`src/rtl/int_ctrl.sv`:
```
// int_ctrl -- prioritised interrupt controller with mask, global enable and
// a single-level (non-nesting) request/acknowledge/return handshake.
//
// Optional feature macro: INT_EDGE_DETECT_EN
//   defined   : a source is "active" on a 0->1 transition of hw_int (one
//               history flop per source).
//   undefined : a source is "active" whenever hw_int is high (level).
//
// Ports:
//   clk        sole clock, rising edge
//   reset      asynchronous active-low reset
//   hw_int     interrupt sources, index 0 is highest priority
//   we/addr/wdata  register write port (0=CTRL, 1=PEND, 2=CUR, 3=reserved)
//   rdata      combinational read data for addr
//   irq        registered interrupt request to the CPU
//   irq_code   index of the source requested / in service
//   irq_ack    CPU accepts the request (pulse)
//   eret       CPU returns from handler (pulse)
//   in_service high while a handler is active
module int_ctrl #(
  parameter int NINT = 6
) (
  input  logic            clk,
  input  logic            reset,
  input  logic [NINT-1:0] hw_int,
  input  logic            we,
  input  logic [1:0]      addr,
  input  logic [31:0]     wdata,
  output logic [31:0]     rdata,
  output logic            irq,
  output logic [2:0]      irq_code,
  input  logic            irq_ack,
  input  logic            eret,
  output logic            in_service
);

  typedef enum logic [1:0] {S_IDLE, S_REQ, S_SERVICE} state_t;

  state_t          r_state, w_state_nxt;
  logic [NINT-1:0] r_pend, r_mask;
  logic            r_gie;
  logic [2:0]      r_code, w_code_nxt, w_win;
  logic            r_irq, r_insvc;
  logic [NINT-1:0] w_act, w_elig, w_w1c, w_ack_clr;

`ifdef INT_EDGE_DETECT_EN
  logic [NINT-1:0] r_hist;

  always_ff @(posedge clk or negedge reset) begin
    if (!reset) r_hist <= '0;
    else        r_hist <= hw_int;
  end

  assign w_act = hw_int & ~r_hist;
`else
  assign w_act = hw_int;
`endif

  // Arbitration always looks at the registered MASK/GIE, so a CTRL write
  // only changes the decision from the following cycle on.
  assign w_elig = r_gie ? (r_pend & r_mask) : '0;

  // Lowest eligible index wins; scan from the top so index 0 lands last.
  always_comb begin
    w_win = '0;
    for (int i = NINT - 1; i >= 0; i--)
      if (w_elig[i]) w_win = 3'(i);
  end

  always_comb begin
    w_state_nxt = r_state;
    w_code_nxt  = r_code;
    w_ack_clr   = '0;
    unique case (r_state)
      S_IDLE: begin
        if (w_elig != '0) begin
          w_state_nxt = S_REQ;
          w_code_nxt  = w_win;
        end
      end
      S_REQ: begin
        // A withdrawn request takes precedence over a same-cycle ack.
        if (w_elig == '0) begin
          w_state_nxt = S_IDLE;
        end else if (irq_ack) begin
          w_state_nxt = S_SERVICE;
          for (int i = 0; i < NINT; i++)
            if (r_code == 3'(i)) w_ack_clr[i] = 1'b1;
        end else begin
          w_code_nxt = w_win;
        end
      end
      S_SERVICE: begin
        if (eret) w_state_nxt = S_IDLE;
      end
      default: w_state_nxt = S_IDLE;
    endcase
  end

  assign w_w1c = (we && addr == 2'd1) ? wdata[NINT-1:0] : '0;

  always_ff @(posedge clk or negedge reset) begin
    if (!reset) begin
      r_state <= S_IDLE;
      r_code  <= '0;
      r_pend  <= '0;
      r_mask  <= '0;
      r_gie   <= 1'b0;
      r_irq   <= 1'b0;
      r_insvc <= 1'b0;
    end else begin
      r_state <= w_state_nxt;
      r_code  <= w_code_nxt;
      r_irq   <= (w_state_nxt == S_REQ);
      r_insvc <= (w_state_nxt == S_SERVICE);
      // New activity wins over both software clear and ack clear.
      r_pend  <= (r_pend & ~w_w1c & ~w_ack_clr) | w_act;
      if (we && addr == 2'd0) begin
        r_mask <= wdata[NINT-1:0];
        r_gie  <= wdata[31];
      end
    end
  end

  assign irq        = r_irq;
  assign in_service = r_insvc;
  assign irq_code   = r_code;

  always_comb begin
    rdata = '0;
    case (addr)
      2'd0: begin
        rdata[NINT-1:0] = r_mask;
        rdata[31]       = r_gie;
      end
      2'd1: rdata[NINT-1:0] = r_pend;
      2'd2: begin
        rdata[2:0] = r_code;
        rdata[31]  = r_insvc;
      end
      default: rdata = '0;
    endcase
  end

endmodule

```
`config.mk`:
```
export PLATFORM = sky130hd
export DESIGN_NAME = int_ctrl
export DESIGN_NICKNAME = d
export VERILOG_FILES = /design/src/rtl/int_ctrl.sv
export SDC_FILE = /design/constraint.sdc
export NUM_CORES = 1
export LEC_CHECK = 0
export CORE_UTILIZATION = 32
export CTS_BUF_LIST = sky130_fd_sc_hd__clkbuf_8 sky130_fd_sc_hd__clkbuf_16
export CTS_CLUSTER_DIAMETER = 150
export CTS_CLUSTER_SIZE = 14
export DETAILED_ROUTE_END_ITERATION = 16
export GPL_ROUTABILITY_DRIVEN = 0
export GPL_TIMING_DRIVEN = 0
export PLACE_DENSITY = 0.74
export SYNTH_ARGS = -nofsm -noshare
export SYNTH_HDL_FRONTEND = slang
export SYNTH_SLANG_ARGS = --single-unit
```
`constraint.sdc`:
```
create_clock -name clk -period 1.2 [get_ports clk]
set_input_delay 0.18 -clock clk [delete_from_list [all_inputs] [get_ports clk]]
set_output_delay 0.18 -clock clk [all_outputs]
set_load 0.01 [all_outputs]
```
==> reports/results.ini <==
[run_status]
status=finished with violations
violations=setup timing

[logic_synthesis]
ys_warn_count=0
synth_area_mm2=0.001254
ys.flop_type=dfrtp_1
avgSynthCellArea_um2=9.950
synth-seq-cells=20
netlist_instances=126
netlist.top_cell.by_area=dfrtp_1
seq_area_frac_synth=0.3992
synth_top_area_frac=0.3992
synthArstFlopShare=1.000
ys_types=28
synthTopCellsByArea=dfrtp_1 (40%), buf_4 (16%), mux2_2 (6.3%)
synth_edf_count=0

[worst_setup_path]
slowest_delay_ns=0.39
startpoint_type=flop
crit_top_cell=buf_6
reg2reg_slack_ns=-0.21
worstPathCellList=buf_6 -> a22oi_2 -> nand3_2 -> buf_6 -> a22o_2
arrival_ns=1.55
r2r_start=r_pend[3]
ff2ff_path_depth=5
crit_fanout=5
slowest_stage=dfrtp_1
path_class=flop to flop
reg2reg_to=in_service
cp.required_ns=1.35
end_kind=flop

[floorplan]
num_io_pins=82
start_util=0.3374
num_rows=22
coreArea_mm2=0.003716
die_w_um=64.59
dieArea_mm2=0.004172
die_h_um=64.59

[flow_run]
cap_violations=0

[timing]
fmax_mhz=710.7
rsz0062_at_grt=true
setup_viol=16
hold_viol=0
tightestPinTransition_ns=0.8806
finalWorstPathRequiredPeriod_ns=1.407
fin_ws_ns=-0.2072
relSlewSlack=0.4120
fin_skew_ns=0.007730
drv_slew=0
finalCritPeriodShare=1.173

[final_layout]
multi_input_area_um2=673.1
areaGrowthSynthToFinish_pct=63.17
regArea_um2=501.7
n_fill_cell=337
antennaDiodeCount=0
drive_above_1_share=0.4698
utilization=0.5505
nets=261
final_cell_mix=buf_4 (48), conb_1 (25), dfrtp_1 (19)
final_common_cell=buf_4

[grt]
grt_pass1_wl_um=4816
grt_antenna_before_repair=0
grt_max_degree=21
grt.total_usage=0.1515
grt_pass1_vias=1043
overflow=0

[detailed_routing]
via_per_inst=4.399
drt_pass1_iterations=4
finalWirelength_um=3144
wl_per_cell_um=11.95
drcViolationCount=0
ant_nets=0
drt-initial-drc-count=29
route.vias.total=1157

[clock_network]
numClockSinks=20
htree_levels=1
cts_tree=yes
clock_path_buffers=2
cts_buffers=3
cts.clk_slew.worst_paths_ns=0.08
clk_root_buffer_cell=clkbuf_8
insertion_delay_ns=0.26

[power_and_ir_drop]
swShare=0.3309
total_power_w=0.002688
clkPwrFrac=0.192
p_int_w=0.001799
pwr-share-comb=0.469
power.switching_w=0.0008896
leakage_nw=1.006
ir_drop_v=0.0004509
power_frac_seq=0.339
power_per_cell_area_mw_per_mm2=1314

[place]
port_buffers=29
dp_hpwl_um=1963

[worst_hold_path]
hold_path.class=input pin to asynchronous set/reset pin

## metal layers
layer  GRT usage  vias up  share of wire
met5           0        -              0
met4     0.06667        0          0.023
met3     0.03697        8          0.066
met2      0.2434       47           0.47
met1      0.1915      532           0.44
li1            -      570              -
## worst max-delay path: cells and delay by family, from the launching register on
| family | cells | cell delay, ns |
|---|---|---|
| AO/OA/AOI/OAI | 2 | 0.47 |
| buffers and inverters | 2 | 0.29 |
| flip-flops | 1 | 0.39 |
| AND/OR/NAND/NOR | 1 | 0.14 |
## worst max path at each step
stage | from | end | slack, ns | cells after the start
floorplan | r_state[1] | r_pend[4] | -0.08 | 4
global placement | we | r_mask[2] | -0.39 | 3
detailed placement | we | r_mask[2] | -0.39 | 3
CTS | r_mask[3] | r_state[1] | -0.15 | 5
global route | r_pend[3] | in_service | -0.25 | 5
finish | r_pend[3] | in_service | -0.21 | 5
## through the flow
| stage | hold slack (ns) | cell area, um2 | TNS (ns) | worst slack [ns] | instances |
|---|---|---|---|---|---|
| 6_report | 0.02381 | 2046 | -1.969 | -0.2072 | 263 |
| 4_1_cts | 0.4611 | 1914 | -1.262 | -0.1499 | 252 |
| 5_1_grt | 0.1217 | 2046 | -2.977 | -0.2509 | 263 |
| 3_3_place_gp | 0.5194 | 1710 | -9.108 | -0.3946 | 227 |
| 3_5_place_dp | 0.5312 | 1710 | -9.492 | -0.3873 | 227 |
| 2_1_floorplan | -0.1156 | 1360 | -0.3156 | -0.08419 | 150 |
## flip-flops by register name, indices dropped and copies added, names as in the netlist
name	count
r_pend	6
r_mask	6
r_gie	1
irq	1
in_service	1
r_state	2
irq_code	3
## layout make-up
class | instances | share of cell area
repair buffers | 61 | 0.2569
plain buffers | 29 | 0.1089
inverters | 2 | 0.003670
multi-input cells | 99 | 0.3291
well taps | 48 | 0.02936
flip-flops and latches | 20 | 0.2453
clock buffers | 4 | 0.02691
## kinds of logic (layout without fill, tap and decap cells)
group | after synthesis | count (layout) | share of synthesized area
AOI/OAI and AO/OA | 21 | 21 | 0.1297
other | 1 | 25 | 0.002991
buffers and inverters | 31 | 96 | 0.1786
DFF | 20 | 20 | 0.3992
muxes | 14 | 14 | 0.1188
and+or+nand+nor | 39 | 39 | 0.1707
## power groups by stage
stage | clock network [W] | logic [W] | registers [W]
final | 0.000516 | 0.00126 | 0.000912
after global routing | 0.000548 | 0.00136 | 0.000925
after CTS | 0.000531 | 0.00108 | 0.000904
after detailed placement | 0 | 0.000820 | 0.000994
after global placement | 0 | 0.000812 | 0.000991
after floorplan | 0 | 0.000477 | 0.000974
## repair_timing
action | in CTS | in global routing
buffers inserted | 20 | 12
resized for setup | 52 | 17
cloned | 1 | 0
hold buffers | 0 | 0
setup endpoints to repair | 32 | 20
pin swaps | 7 | 14
## cell usage after synthesis (2+ instances only)
cell and instances:
buf_4 26, dfrtp_1 20, nand2_1 16, mux2_2 7, mux2i_1 7, nor2_1 7, a31o_1 6, nand4_1 5
a21oi_1 3, a22oi_1 3, nand3_1 3, o21ai_0 3, a22o_2 2, and2_1 2, buf_2 2, inv_1 2
Note: power is estimated with default switching activity, not from simulation.
